`src/rtl/integral_rect_reader_if.sv`:
```
// -----------------------------------------------------------------------------
// integral_rect_reader_if
// Bundles the request, integral-buffer read and result signals of
// integral_rect_reader.
//   req_valid/req_ready       : rectangle request handshake
//   index_a_1..index_d_4      : corner addresses A (TL), B (TR), C (BL), D (BR)
//   mem_ren/mem_addr/mem_rdata: integral-buffer read port (1-cycle read latency)
//   rect_valid/rect_ready     : result handshake
//   rect_sum                  : signed D-B-C+A, DATA_WIDTH+2 bits
//   rect_count                : delivered-result counter (wraps mod 2^16)
//   busy                      : reader is not idle
// Modports: slave = the reader, master = the requester/memory/consumer side.
// -----------------------------------------------------------------------------
interface integral_rect_reader_if #(
    parameter int ADDR_WIDTH = 10,
    parameter int DATA_WIDTH = 8
) ();
    logic                    req_valid;
    logic                    req_ready;
    logic [ADDR_WIDTH-1:0]   index_a_1;
    logic [ADDR_WIDTH-1:0]   index_b_2;
    logic [ADDR_WIDTH-1:0]   index_c_3;
    logic [ADDR_WIDTH-1:0]   index_d_4;
    logic                    mem_ren;
    logic [ADDR_WIDTH-1:0]   mem_addr;
    logic [DATA_WIDTH-1:0]   mem_rdata;
    logic                    rect_valid;
    logic                    rect_ready;
    logic [DATA_WIDTH+1:0]   rect_sum;
    logic [15:0]             rect_count;
    logic                    busy;

    modport slave (
        input  req_valid, index_a_1, index_b_2, index_c_3, index_d_4,
               mem_rdata, rect_ready,
        output req_ready, mem_ren, mem_addr, rect_valid, rect_sum,
               rect_count, busy
    );

    modport master (
        output req_valid, index_a_1, index_b_2, index_c_3, index_d_4,
               mem_rdata, rect_ready,
        input  req_ready, mem_ren, mem_addr, rect_valid, rect_sum,
               rect_count, busy
    );
endinterface

```
`src/rtl/integral_rect_reader.sv`:
```
// -----------------------------------------------------------------------------
// integral_rect_reader
// Reads the four corners of a rectangle from an integral image buffer and
// returns the rectangle sum D - B - C + A with a fixed 6-cycle latency from
// request acceptance to result.
// Ports:
//   clk_os   : single clock, rising edge
//   reset_os : synchronous, active-low reset
//   bus      : integral_rect_reader_if.slave (request, memory read, result)
// -----------------------------------------------------------------------------
module integral_rect_reader #(
    parameter int ADDR_WIDTH = 10,
    parameter int DATA_WIDTH = 8
) (
    input  logic                  clk_os,
    input  logic                  reset_os,
    integral_rect_reader_if.slave bus
);
    localparam int SUM_WIDTH = DATA_WIDTH + 2;

    typedef enum logic [2:0] {
        IDLE,
        RD_A,
        RD_B,
        RD_C,
        RD_D,
        CAP_D,
        OUT
    } state_t;

    state_t                       state_q;
    state_t                       state_d;
    logic [ADDR_WIDTH-1:0]        idx_b_q;
    logic [ADDR_WIDTH-1:0]        idx_c_q;
    logic [ADDR_WIDTH-1:0]        idx_d_q;
    logic [ADDR_WIDTH-1:0]        addr_q;
    logic signed [SUM_WIDTH-1:0]  acc_q;
    logic signed [SUM_WIDTH-1:0]  sum_q;
    logic signed [SUM_WIDTH-1:0]  rdata_ext;
    logic [15:0]                  count_q;
    logic                         accept;
    logic                         deliver;

    assign accept    = (state_q == IDLE) && bus.req_valid;
    assign deliver   = (state_q == OUT) && bus.rect_ready;
    assign rdata_ext = $signed({2'b00, bus.mem_rdata});

    // State register
    always_ff @(posedge clk_os) begin
        if (!reset_os) begin
            state_q <= IDLE;
        end else begin
            state_q <= state_d;
        end
    end

    // Next-state logic
    always_comb begin
        state_d = state_q;
        unique case (state_q)
            IDLE:    if (bus.req_valid) state_d = RD_A;
            RD_A:    state_d = RD_B;
            RD_B:    state_d = RD_C;
            RD_C:    state_d = RD_D;
            RD_D:    state_d = CAP_D;
            CAP_D:   state_d = OUT;
            OUT:     if (bus.rect_ready) state_d = IDLE;
            default: state_d = IDLE;
        endcase
    end

    // Datapath. Corner A goes straight into the address register at
    // acceptance, so only B, C and D need holding registers. Read data lags
    // the address by one state, hence +A lands in RD_B and +D in CAP_D.
    always_ff @(posedge clk_os) begin
        if (!reset_os) begin
            idx_b_q <= '0;
            idx_c_q <= '0;
            idx_d_q <= '0;
            addr_q  <= '0;
            acc_q   <= '0;
            sum_q   <= '0;
            count_q <= '0;
        end else begin
            if (accept) begin
                addr_q  <= bus.index_a_1;
                idx_b_q <= bus.index_b_2;
                idx_c_q <= bus.index_c_3;
                idx_d_q <= bus.index_d_4;
                acc_q   <= '0;
            end
            case (state_q)
                RD_A: addr_q <= idx_b_q;
                RD_B: begin
                    addr_q <= idx_c_q;
                    acc_q  <= acc_q + rdata_ext;
                end
                RD_C: begin
                    addr_q <= idx_d_q;
                    acc_q  <= acc_q - rdata_ext;
                end
                RD_D: acc_q <= acc_q - rdata_ext;
                CAP_D: begin
                    acc_q <= acc_q + rdata_ext;
                    sum_q <= acc_q + rdata_ext;
                end
                default: ;
            endcase
            if (deliver) begin
                count_q <= count_q + 16'd1;
            end
        end
    end

    assign bus.req_ready  = (state_q == IDLE);
    assign bus.busy       = (state_q != IDLE);
    assign bus.mem_ren    = (state_q == RD_A) || (state_q == RD_B) ||
                            (state_q == RD_C) || (state_q == RD_D);
    assign bus.mem_addr   = addr_q;
    assign bus.rect_valid = (state_q == OUT);
    assign bus.rect_sum   = sum_q;
    assign bus.rect_count = count_q;
endmodule

```
`src/flat_wrapper.sv`:
```
// flat-port wrapper written by rule: the top's interface ports become plain ports
module integral_rect_reader_flat 
#(
    parameter int ADDR_WIDTH = 10,
    parameter int DATA_WIDTH = 8
)
  (clk_os, reset_os, bus_req_valid, bus_index_a_1, bus_index_b_2, bus_index_c_3, bus_index_d_4, bus_mem_rdata, bus_rect_ready, bus_req_ready, bus_mem_ren, bus_mem_addr, bus_rect_valid, bus_rect_sum, bus_rect_count, bus_busy);
  integral_rect_reader_if #(.ADDR_WIDTH(ADDR_WIDTH), .DATA_WIDTH(DATA_WIDTH)) bus_i ();
  input  logic clk_os;
  input  logic reset_os;
  input wire logic [$bits(bus_i.req_valid)-1:0] bus_req_valid;
  input wire logic [$bits(bus_i.index_a_1)-1:0] bus_index_a_1;
  input wire logic [$bits(bus_i.index_b_2)-1:0] bus_index_b_2;
  input wire logic [$bits(bus_i.index_c_3)-1:0] bus_index_c_3;
  input wire logic [$bits(bus_i.index_d_4)-1:0] bus_index_d_4;
  input wire logic [$bits(bus_i.mem_rdata)-1:0] bus_mem_rdata;
  input wire logic [$bits(bus_i.rect_ready)-1:0] bus_rect_ready;
  output wire logic [$bits(bus_i.req_ready)-1:0] bus_req_ready;
  output wire logic [$bits(bus_i.mem_ren)-1:0] bus_mem_ren;
  output wire logic [$bits(bus_i.mem_addr)-1:0] bus_mem_addr;
  output wire logic [$bits(bus_i.rect_valid)-1:0] bus_rect_valid;
  output wire logic [$bits(bus_i.rect_sum)-1:0] bus_rect_sum;
  output wire logic [$bits(bus_i.rect_count)-1:0] bus_rect_count;
  output wire logic [$bits(bus_i.busy)-1:0] bus_busy;
  assign bus_i.req_valid = bus_req_valid;
  assign bus_i.index_a_1 = bus_index_a_1;
  assign bus_i.index_b_2 = bus_index_b_2;
  assign bus_i.index_c_3 = bus_index_c_3;
  assign bus_i.index_d_4 = bus_index_d_4;
  assign bus_i.mem_rdata = bus_mem_rdata;
  assign bus_i.rect_ready = bus_rect_ready;
  assign bus_req_ready = bus_i.req_ready;
  assign bus_mem_ren = bus_i.mem_ren;
  assign bus_mem_addr = bus_i.mem_addr;
  assign bus_rect_valid = bus_i.rect_valid;
  assign bus_rect_sum = bus_i.rect_sum;
  assign bus_rect_count = bus_i.rect_count;
  assign bus_busy = bus_i.busy;
  integral_rect_reader #(.ADDR_WIDTH(ADDR_WIDTH), .DATA_WIDTH(DATA_WIDTH)) u_core (.clk_os(clk_os), .reset_os(reset_os), .bus(bus_i));
endmodule
```
`config.mk`:
```
export PLATFORM = sky130hd
export DESIGN_NAME = integral_rect_reader_flat
export DESIGN_NICKNAME = d
export VERILOG_FILES = /design/src/rtl/integral_rect_reader_if.sv /design/src/rtl/integral_rect_reader.sv /design/src/flat_wrapper.sv
export SDC_FILE = /design/constraint.sdc
export NUM_CORES = 1
export LEC_CHECK = 0
export CORE_MARGIN = 10
export CORE_UTILIZATION = 25
export DETAILED_ROUTE_END_ITERATION = 6
export GPL_TIMING_DRIVEN = 0
export PLACE_DENSITY = 0.5
export SETUP_SLACK_MARGIN = 0.05
export SYNTH_ARGS = -nofsm -noshare
export SYNTH_HDL_FRONTEND = slang
export SYNTH_SLANG_ARGS = --single-unit
```
`constraint.sdc`:
```
create_clock -name clk_os -period 2.6 [get_ports clk_os]
set_clock_uncertainty 0.05 [all_clocks]
set_input_delay 0.78 -clock clk_os [delete_from_list [all_inputs] [get_ports clk_os]]
set_output_delay 0.78 -clock clk_os [all_outputs]
set_load 0.03 [all_outputs]
```
==> metrics.log <==
[metrics] CTS Buf Count: 9
[metrics] count of nets left with antenna violations after detail routing: 0
[metrics] max-cap viol count: 0
[metrics] routed wirelength normalized by instance count: 15.5 um
[metrics] clock sink total: between 70 and 80
[metrics] clock latency reported for the late side of the worst-skew pair: 0.35 ns
[metrics] fraction of the yosys area taken by sequential cells: 36.6%
[metrics] floorplan die height: 152 um
[metrics] number of global-route vias before repair: 3990
[metrics] leakage power figure: around 0.0024 uW
[metrics] Slowest Stage Delay on Critical Path: 0.41 ns
[metrics] cell-internal power: ~2400 uW
[metrics] Flop pwr share: 39.0%
[metrics] most used standard cell by instance count after synthesis: sky130_fd_sc_hd__nand2_1
[metrics] mapped cell area: 4330 um^2
[metrics] net load switching power: 1080 uW
[metrics] endpoint kind of the worst setup timing path: flip-flop
[metrics] worst hold path type: reg2reg
[metrics] share of post-route cells with drive strength above 1: between 10% and 20%
[metrics] area of the multi-input gates: 2660 um^2
[metrics] TritonCTS clock tree: built
[metrics] Initial Util: between 20% and 30%
[metrics] clock slew at reported path FFs: approximately 0.06 ns
[metrics] smallest setup slack after layout: around 0.13 ns
[metrics] worst slack at placement: -0.639 ns
[metrics] top cell types by occurrence after synthesis: sky130_fd_sc_hd__nand2_1, sky130_fd_sc_hd__dfxtp_1, sky130_fd_sc_hd__nor2_1
[metrics] number of enable-type register cells in the synthesized netlist: 0
[metrics] HPWL after DPL: 10600 um
[metrics] number of hold violations in the final report: 0
[metrics] CTS H-tree lvls: 3
[metrics] Most used DFF post-synth: sky130_fd_sc_hd__dfxtp_1
[metrics] Worst IR Drop VDD: 0.000367 V
[metrics] wire length of the first global-routing pass: 21300 um
[metrics] final cycle utilization of the critical path: between 90% and 100%
[metrics] power density relative to cell area: 570 nW/um^2
[metrics] final core area utilization: 35.2%
[metrics] top-area cell type share of the netlist area: 36.6%
[metrics] pin count of the biggest net entering global routing: 15
[metrics] synth warn: 0
[metrics] overall routed net length: 13600 um
[metrics] number of inserted filler cells in the final layout: 1781
[metrics] top achievable clock speed: around 0.41 GHz
[metrics] share of total power in combinational logic: 26.9%
[metrics] synthesized area per cell: 8.07 um^2
[metrics] global placement routability congestion: 0.851
[metrics] vias per cell: 4.53
[metrics] CTS Buffer Depth: 2
[metrics] Nets: just over 700
[metrics] Crit Path Max Fanout: 3
[metrics] data required time of the critical path: 2.79 ns
[metrics] iteration count of the initial detailed-routing pass: 4
[metrics] Die Footprint: 23000 um^2
[metrics] Port Buffer Count: 91
[metrics] ys async rst share: 0%
[metrics] Critical Path Start Type: primary input
[metrics] proportion of total power due to net switching: 31.5%
[metrics] total via count after detailed routing: 3973
[metrics] number of register bits inferred by synthesis: 79
[metrics] std cell rows: 48
[metrics] layout overhead on the synthesized area: 39.4%
[metrics] root buffer cell: sky130_fd_sc_hd__clkbuf_16
[metrics] Yosys top cell by area: sky130_fd_sc_hd__dfxtp_1
[metrics] Worst Setup Path Type: in2reg
[metrics] RSZ-0062 raised after global routing: no
[metrics] Die Wd: 152 um
[metrics] number of endpoints failing setup at the final stage: 0
[metrics] top cells by area, synth: sky130_fd_sc_hd__dfxtp_1, sky130_fd_sc_hd__nand2_1, sky130_fd_sc_hd__a21boi_0
[metrics] slew margin rel.: 54.5%
[metrics] result of the run: complete, no violations
[metrics] clock period minus worst slack: 2.47 ns
[metrics] total area of sequential cells: 1580 um^2
[metrics] arrival time at the worst endpoint: approximately 2.7 ns
[metrics] Post-route DRC: 0
[metrics] Max Slew Vio Count: 0
[metrics] slew at the pin closest to its max-slew limit: just under 0.7 ns
[metrics] total routing resource utilization after global routing: 11.9%
[metrics] cell count of the worst hold path: 2
[metrics] GRT overflow: 0
[metrics] IO Count: between 90 and 100
[metrics] Register-to-Register Path Depth: 9
[metrics] count of antenna diodes in the layout: 0
[metrics] clock share of power: 34.1%
[metrics] library cell contributing the largest single delay on the critical path: sky130_fd_sc_hd__fa_2
[metrics] Starting DRT DRC Count: between 150 and 200
[metrics] hold buffer count at CTS: 0
[metrics] core footprint: roughly 17000 um^2
[metrics] Netlist cell types: 51
[metrics] instance area at placement: 5520 um^2
[metrics] post-route cell area: between 6000 and 7000 um^2
[metrics] net count after synthesis: ~610
[metrics] cells after synthesis: approximately 540
[metrics] number of antenna violations at the first check in global routing: 0
[metrics] crit path cell chain: dlygate4sd2_1 -> ha_1 -> inv_1 -> fa_2 -> o21bai_1 -> a21oi_1 -> o21ai_1 -> xnor2_1 -> o221ai_1 -> and2_1
## power groups by stage
stage                     Combinational (uW)  Clock, uW  Sequential, uW
after floorplan                          488          0            1400
after global placement                   822          0            1360
after detailed placement                 832          0            1360
after CTS                                900       1210            1340
after global routing                    1010       1280            1350
final                                    926       1170            1340
## flip-flops by register name, indices dropped and copies added (netlist names)
name and cells:
u_core.idx_c_q 10, u_core.state_q 3, u_core.idx_d_q 10, u_core.bus.rect_sum 10, u_core.acc_q 10, u_core.bus.rect_count 16
u_core.idx_b_q 10, u_core.bus.mem_addr 10
## area by class of cell
type / count / area share (%)
multi-input cells: 405 / 44.1
flip-flops and latches: 79 / 26.2
repair buffers: 101 / 16.1
well taps: 225 / 4.67
clock buffers: 9 / 3.74
plain buffers: 34 / 3.30
inverters: 17 / 1.06
clock inverters: 7 / 0.789
## metrics by stage
stage          instances  TNS (ns)  total power (uW)  hold slack (ns)
2_1_floorplan        536         0              1890            0.393
6_report             877         0              3440            0.404
4_1_cts              876         0              3450            0.409
3_3_place_gp         852     -7.96              2180            0.399
3_5_place_dp         852     -8.65              2200            0.398
5_1_grt              877         0              3640            0.426
## path summary, 6_finish.rpt
kind	start	endpoint	slack, ns
worst max-delay path	bus_mem_rdata[0]	u_core.acc_q[6]$_SDFFE_PN0P_	0.13
worst min-delay path	u_core.bus.rect_sum[8]$_SDFFE_PN0P_	u_core.bus.rect_sum[8]$_SDFFE_PN0P_	0.40
worst max register to register	u_core.acc_q[0]$_SDFFE_PN0P_	u_core.acc_q[6]$_SDFFE_PN0P_	0.47
worst min register to register	u_core.bus.rect_sum[8]$_SDFFE_PN0P_	u_core.bus.rect_sum[8]$_SDFFE_PN0P_	0.40
## logic make-up (layout without fill, tap and decap cells)
kind of cell	after synthesis	after routing	share of synthesized area, %
multiplexers	12	12	2.78
AND/OR/NAND/NOR	224	224	24.7
flip-flops	79	79	36.6
AO/OA/AOI/OAI	122	122	18.7
XOR/XNOR	28	28	5.67
buffers and inverters	52	168	5.73
adder cells (fa/ha/maj)	19	19	5.84
## repair_timing
item,in CTS,in global routing
pin swaps,12,6
endpoints found under the setup margin,16,10
gates resized for setup,45,15
buffers inserted,9,1
## worst max-delay path: cells and delay by family
| kind | cells | cell delay, ns |
|---|---|---|
| XOR/XNOR | 1 | 0.17 |
| AND/OR/NAND/NOR | 1 | 0.19 |
| AO/OA/AOI/OAI | 4 | 0.61 |
| buffers and inverters | 2 | 0.31 |
| adder cells (fa/ha/maj) | 2 | 0.58 |
## per-layer routing
layer / wire (um) / up-vias / GRT usage [%] / share of wire, %
met5: 0 / - / 0 / 0
met4: 263 / 0 / 4.86 / 1.9
met3: 841 / 18 / 2.97 / 6.2
met2: 6400 / 87 / 19.4 / 47
met1: 6130 / 1833 / 14.6 / 45
li1: - / 2035 / - / -
## cells in the final DEF (no fill, tap or decap), types with 12 or more instances in the layout
cell and instances:
sky130_fd_sc_hd__a21boi_0 31, sky130_fd_sc_hd__a21oi_1 32, sky130_fd_sc_hd__and2_1 30, sky130_fd_sc_hd__buf_4 18
sky130_fd_sc_hd__clkbuf_1 12, sky130_fd_sc_hd__clkdlybuf4s50_1 82, sky130_fd_sc_hd__dfxtp_1 79, sky130_fd_sc_hd__ha_1 15
sky130_fd_sc_hd__inv_1 15, sky130_fd_sc_hd__mux2i_1 12, sky130_fd_sc_hd__nand2_1 92, sky130_fd_sc_hd__nand3_1 12
sky130_fd_sc_hd__nor2_1 44, sky130_fd_sc_hd__nor2b_1 14, sky130_fd_sc_hd__o21ai_1 16, sky130_fd_sc_hd__xnor2_1 22
Power figures use the tool's default switching activity.
